[src/rtl/calc_btn_driver.sv]
// rtl/calc_btn_driver.sv - replays calculator button levels and a btnc strobe for a requested ALU opcode
// Optional 2-entry command FIFO enabled by defining CALC_BTN_QUEUE_EN.
module calc_btn_driver #(
  parameter int SETUP_CYC = 2,
  parameter int PULSE_CYC = 1,
  parameter int HOLD_CYC  = 2,
  parameter int GAP_CYC   = 3
) (
  input  logic       clk,
  input  logic       reset,
  input  logic       op_valid,
  input  logic [3:0] op_code,
  output logic       op_ready,
  output logic       btnl,
  output logic       btnr,
  output logic       btnd,
  output logic       btnc,
  output logic       done,
  output logic       err
);

  localparam int CW = 16;

  typedef enum logic [2:0] {
    S_IDLE,
    S_SETUP,
    S_STROBE,
    S_HOLD,
    S_GAP,
    S_REJECT
  } state_t;

  state_t          state_q, state_d;
  logic [CW-1:0]   cnt_q, cnt_d;
  logic [2:0]      btn_code_q, btn_code_d;

  logic            op_ready_q, op_ready_d;
  logic [2:0]      btn_q, btn_d;
  logic            btnc_q, btnc_d;
  logic            done_q, done_d;
  logic            err_q, err_d;

  logic            cmd_take;
  logic [3:0]      cmd_code;
  logic [3:0]      cmd_dec;

  // Returns {valid, btnl, btnr, btnd}.
  function automatic logic [3:0] decode_op(input logic [3:0] code);
    logic [3:0] r;
    case (code)
      4'h0:    r = 4'b1_000;
      4'h1:    r = 4'b1_001;
      4'h4:    r = 4'b1_010;
      4'h5:    r = 4'b1_011;
      4'h6:    r = 4'b1_100;
      4'hA:    r = 4'b1_101;
      4'hB:    r = 4'b1_110;
      4'hC:    r = 4'b1_111;
      default: r = 4'b0_000;
    endcase
    return r;
  endfunction

`ifdef CALC_BTN_QUEUE_EN
  logic [3:0] fifo0_q, fifo0_d;
  logic [3:0] fifo1_q, fifo1_d;
  logic       wr_ptr_q, wr_ptr_d;
  logic       rd_ptr_q, rd_ptr_d;
  logic [1:0] count_q, count_d;
  logic       push, pop;

  always_comb begin
    push      = op_valid & op_ready_q;
    pop       = (state_q == S_IDLE) && (count_q != 2'd0);
    cmd_take  = pop;
    cmd_code  = rd_ptr_q ? fifo1_q : fifo0_q;
    fifo0_d   = fifo0_q;
    fifo1_d   = fifo1_q;
    wr_ptr_d  = wr_ptr_q;
    rd_ptr_d  = rd_ptr_q;
    if (push) begin
      if (wr_ptr_q) fifo1_d = op_code;
      else          fifo0_d = op_code;
      wr_ptr_d = ~wr_ptr_q;
    end
    if (pop) begin
      rd_ptr_d = ~rd_ptr_q;
    end
    count_d    = count_q + {1'b0, push} - {1'b0, pop};
    op_ready_d = (count_d != 2'd2);
  end

  always_ff @(posedge clk) begin
    if (reset) begin
      fifo0_q  <= 4'd0;
      fifo1_q  <= 4'd0;
      wr_ptr_q <= 1'b0;
      rd_ptr_q <= 1'b0;
      count_q  <= 2'd0;
    end else begin
      fifo0_q  <= fifo0_d;
      fifo1_q  <= fifo1_d;
      wr_ptr_q <= wr_ptr_d;
      rd_ptr_q <= rd_ptr_d;
      count_q  <= count_d;
    end
  end
`else
  always_comb begin
    cmd_take   = op_valid & op_ready_q;
    cmd_code   = op_code;
    op_ready_d = (state_d == S_IDLE);
  end
`endif

  assign cmd_dec = decode_op(cmd_code);

  // State register
  always_ff @(posedge clk) begin
    if (reset) begin
      state_q    <= S_IDLE;
      cnt_q      <= '0;
      btn_code_q <= 3'b000;
    end else begin
      state_q    <= state_d;
      cnt_q      <= cnt_d;
      btn_code_q <= btn_code_d;
    end
  end

  // Next state: each timed phase loads the shared counter with its length minus one.
  always_comb begin
    state_d    = state_q;
    cnt_d      = cnt_q;
    btn_code_d = btn_code_q;
    case (state_q)
      S_IDLE: begin
        if (cmd_take) begin
          if (cmd_dec[3]) begin
            state_d    = S_SETUP;
            cnt_d      = CW'(SETUP_CYC - 1);
            btn_code_d = cmd_dec[2:0];
          end else begin
            state_d    = S_REJECT;
          end
        end
      end
      S_SETUP: begin
        if (cnt_q == '0) begin
          state_d = S_STROBE;
          cnt_d   = CW'(PULSE_CYC - 1);
        end else begin
          cnt_d   = cnt_q - 1'b1;
        end
      end
      S_STROBE: begin
        if (cnt_q == '0) begin
          state_d = S_HOLD;
          cnt_d   = CW'(HOLD_CYC - 1);
        end else begin
          cnt_d   = cnt_q - 1'b1;
        end
      end
      S_HOLD: begin
        if (cnt_q == '0) begin
          state_d = S_GAP;
          cnt_d   = CW'(GAP_CYC - 1);
        end else begin
          cnt_d   = cnt_q - 1'b1;
        end
      end
      S_GAP: begin
        if (cnt_q == '0) begin
          state_d = S_IDLE;
        end else begin
          cnt_d   = cnt_q - 1'b1;
        end
      end
      S_REJECT: begin
        state_d = S_IDLE;
      end
      default: begin
        state_d = S_IDLE;
        cnt_d   = '0;
      end
    endcase
  end

  // Outputs are derived from the upcoming state so they can be registered without extra latency.
  always_comb begin
    btn_d  = 3'b000;
    btnc_d = 1'b0;
    done_d = 1'b0;
    err_d  = 1'b0;
    case (state_d)
      S_SETUP, S_HOLD: btn_d = btn_code_d;
      S_STROBE: begin
        btn_d  = btn_code_d;
        btnc_d = 1'b1;
      end
      S_REJECT: err_d = 1'b1;
      default: ;
    endcase
    done_d = (state_q == S_GAP) && (state_d == S_IDLE);
  end

  always_ff @(posedge clk) begin
    if (reset) begin
      op_ready_q <= 1'b1;
      btn_q      <= 3'b000;
      btnc_q     <= 1'b0;
      done_q     <= 1'b0;
      err_q      <= 1'b0;
    end else begin
      op_ready_q <= op_ready_d;
      btn_q      <= btn_d;
      btnc_q     <= btnc_d;
      done_q     <= done_d;
      err_q      <= err_d;
    end
  end

  assign op_ready = op_ready_q;
  assign btnl     = btn_q[2];
  assign btnr     = btn_q[1];
  assign btnd     = btn_q[0];
  assign btnc     = btnc_q;
  assign done     = done_q;
  assign err      = err_q;

endmodule
[config.mk]
export PLATFORM = sky130hd
export DESIGN_NAME = calc_btn_driver
export DESIGN_NICKNAME = d
export VERILOG_FILES = /design/src/rtl/calc_btn_driver.sv
export SDC_FILE = /design/constraint.sdc
export NUM_CORES = 1
export LEC_CHECK = 0
export CAP_MARGIN = 20
export CORE_MARGIN = 2
export CORE_UTILIZATION = 53
export CTS_BUF_LIST = sky130_fd_sc_hd__clkbuf_4
export CTS_CLUSTER_DIAMETER = 30
export DETAILED_ROUTE_END_ITERATION = 16
export DONT_BUFFER_PORTS = 1
export GPL_TIMING_DRIVEN = 0
export PLACE_DENSITY_LB_ADDON = 0.15
export SLEW_MARGIN = 20
export SYNTH_ARGS = -nofsm -noshare
export SYNTH_HDL_FRONTEND = slang
export SYNTH_SLANG_ARGS = --single-unit
[constraint.sdc]
create_clock -name clk -period 2.85 [get_ports clk]
set_clock_uncertainty 0.2 [all_clocks]
set_input_delay 0.7125 -clock clk [delete_from_list [all_inputs] [get_ports clk]]
set_output_delay 0.7125 -clock clk [all_outputs]
set_load 0.01 [all_outputs]
==> results.tsv, run 1 <==
stage	metric	value	unit
synth	synth-edff-count	0	
placed_design	place_area	0.00181	mm²
worst_setup_path	critPathKind	register to register	
global_routing	grt_pass1_wl	7140	µm
floorplanning	start_util	56.6	%
global_routing	overflow	0	
worst_setup_path	rr_startpoint	cnt_q[0]	
timing	rsz0062_at_grt	false	
worst_setup_path	crit_start	cnt_q[0]	
global_routing	antenna_found_initial	0	
worst_setup_path	critPathCaptureType	register	
worst_setup_path	path_max_fanout	6	
timing	fin_crit	2690	ps
clock_network	clock_path_buffers	2	
worst_setup_path	critPathMaxStageDelay	550	ps
clock_network	clock_sinks	29	
worst_setup_path	arrival	2710	ps
min_path	min_from	reset	
synth	synth_async_sr_flop_share	0	%
power_and_ir_drop	power.leakage	0.000728	µW
synth	synth_cell_type_count	53	
final_layout	final_area	0.00194	mm²
timing	maxSlewViolCount	0	
timing	slew_headroom	56.2	%
final_layout	fill_cells	292	
timing	fin_crit_sh	94.4	%
timing	max_freq	372	MHz
synth	synthTopCellsByCount	29 x dfxtp_1, 21 x a21oi_1, 16 x nand2_1, 14 x nor2_1, 12 x o31ai_1	
worst_setup_path	worstSetupStartpointType	register	
run	maxCapViolations	0	
clock_network	cts-buffers-inserted	5	
drt	detail-route-antenna-nets	0	
global_routing	first_global_vias	1489	
placed_design	numPortBuffers	0	
timing	setup_violations	0	
synth	synth_top_area_cell	dfxtp_1	
worst_setup_path	required	2870	ps
drt	drt_drc_violations_left	0	
run_status	status	complete, no violations	
synth	synth.cell_area	0.00176	mm²
synth	syn-num-nets	218	
synth	ys_seq_elements	29	
min_path	hold_path.class	input pin to register	
floorplanning	dieArea	0.00379	mm²
global_routing	grt_use_total	25.7	%
clock_network	cts.htree.levels	2	
drt	wl_per_cell	16.2	µm
power_and_ir_drop	max-vdd-ir-drop	0.696	mV
synth	yosysTopAreaCellShare	33.0	%
synth	ys_seq_area_share	33.0	%
global_routing	grt_start_max_net_pins	11	
timing	tightest_slew	651	ps
synth	synth.avg_cell_area	8.37	µm²
worst_setup_path	path_cells	inv_1 -> ha_2 -> or3b_2 -> nor4b_4 -> buf_4 -> a211oi_1 -> o31ai_2 -> buf_4 -> buf_4 -> a21oi_1	
drt	drtPass1Iterations	4	
drt	drt_iter0_markers	174	
worst_setup_path	cp_num_buf_inv	4	
power_and_ir_drop	power.density	1350	mW/mm²
worst_setup_path	crit_slowest_cell	or3b_2	
floorplanning	num_io_pins	14	
placed_design	gp_congestion	0.889	
clock_network	clkTransAtPathRegs	100	ps
drt	dr_total_vias	1702	
final_layout	register_area	581	µm²
floorplanning	fp.dieW	61.6	µm
power_and_ir_drop	p_total	2610	µW
final_layout	layout.nets	231	
synth	post-synth-top-count-cell	dfxtp_1	
placed_design	detailed_place_hpwl	3050	µm
floorplanning	rows	20	
final_layout	multiInputGateArea	0.00107	mm²
final_layout	syn_to_final_growth	10.3	%
clock_network	cts_root_buf	clkbuf_4	
worst_setup_path	cp_top_family	simple AND/OR/NAND/NOR gates	
final_layout	drive_gt1_share	20.5	%
synth	ys.flop_type	dfxtp_1	
clock_network	insertion_delay	330	ps
floorplanning	core	0.00310	mm²
synth	synthTopCellsByArea	dfxtp_1 33%, a21oi_1 6.0%, o31ai_1 5.1%	
floorplanning	fp.dieH	61.6	µm
synth	synthCells	210	
final_layout	n_antenna_cell	0	
clock_network	tritoncts	done	
timing	finalHoldViolCount	0	
clock_network	hold_buffers	0	
synth	ys_warn_count	0	
drt	wl	4340	µm
worst_setup_path	cp_common_cell	buf_4	
drt	viasPerCell	6.35	
-- logic make-up after synthesis --
logic type	synth area share [%]
simple gates	31.1
xor+xnor	0.499
compound gates	26.6
fa+ha+maj	0.712
buf+inv	7.48
flops	33.0
mux	0.570
-- what timing repair did --
item                                    CTS  global route
pin swaps                                 2             1
endpoints found under the setup margin   20            26
buffers inserted                          4             2
cloned                                    0             1
resized for setup                         1             5
-- layout by cell type (no fill, tap or decap), types with 3 or more instances in the layout --
cell / count
o21ai_0: 9
dfxtp_1: 29
buf_6: 4
nand3_1: 4
a21oi_1: 21
or3_1: 6
or4_1: 6
nor2_1: 14
a21o_1: 3
nor3_1: 7
a211oi_1: 5
nor4_1: 5
nor3_2: 3
clkbuf_1: 4
o31ai_1: 11
clkbuf_4: 6
buf_4: 7
inv_1: 9
nand2_1: 16
-- state kept, by name, summed over array words and instances, names as in the netlist --
signal	flops
cnt_q	16
btn_code_q	3
btn_q	3
state_q	3
btnc	1
done	1
err	1
op_ready	1
-- area by class of cell --
type	count	area share, %
multi-input combinational	159	55.3
sequential	29	30.0
timing repair buffer	7	2.58
tap	44	2.84
inverter	9	1.74
buffer	12	4.78
clock buffer	6	2.32
clock inverter	2	0.516
-- power breakdown --
part           switching [µW]  leakage (µW)  internal, µW  total [µW]
clock                     150     0.0000354           103         253
combinational             975      0.000456           752        1730
sequential                116      0.000237           511         627
-- metal layers --
metal / up-vias / track usage, % / share of wire [%]
met5: - / 0 / 0
li1: 829 / - / -
met4: 0 / 6.69 / 1.0
met1: 802 / 37.4 / 44
met3: 7 / 6.30 / 8.0
met2: 64 / 37.9 / 47
-- worst register-to-register path: stages, from the launching register on --
cell,delay (ps)
dfxtp_1,360
inv_1,90
ha_2,200
or3b_2,550
nor4b_4,280
buf_4,190
a211oi_1,90
o31ai_2,280
buf_4,170
buf_4,130
a21oi_1,40
-- worst paths after layout --
check                        to  slack (ps)  cells past startpoint
setup / recovery      cnt_q[10]         160                     10
hold / removal    btn_code_q[2]         260                      1
setup reg to reg      cnt_q[10]         160                     10
hold reg to reg       cnt_q[15]         300                      2
-- through the flow --
step                cells  TNS (ps)  util, %  setup slack [ps]  hold slack, ps
finish                268         0     62.5               161             256
global placement      254     -2300     58.4              -215             261
detailed placement    254     -2790     58.4              -228             285
CTS                   266         0     61.4              70.0             253
floorplan             210         0        -               129             251
global route          268         0     62.5              17.7             246
(Power assumes the default switching activity.)
==> run 2, diff against run 1 <==
==> constraint.sdc (replaced) <==
create_clock -name clk -period 2.85 [get_ports clk]
set_clock_uncertainty 0.2 [all_clocks]
set_input_delay 0.57 -clock clk [delete_from_list [all_inputs] [get_ports clk]]
set_output_delay 0.57 -clock clk [all_outputs]
set_load 0.01 [all_outputs]
==> results of run 2 <==
The final DEF is identical to that of run 1. Status: complete, no violations.
Among the figures that moved: hold slack 256 ps -> 114 ps
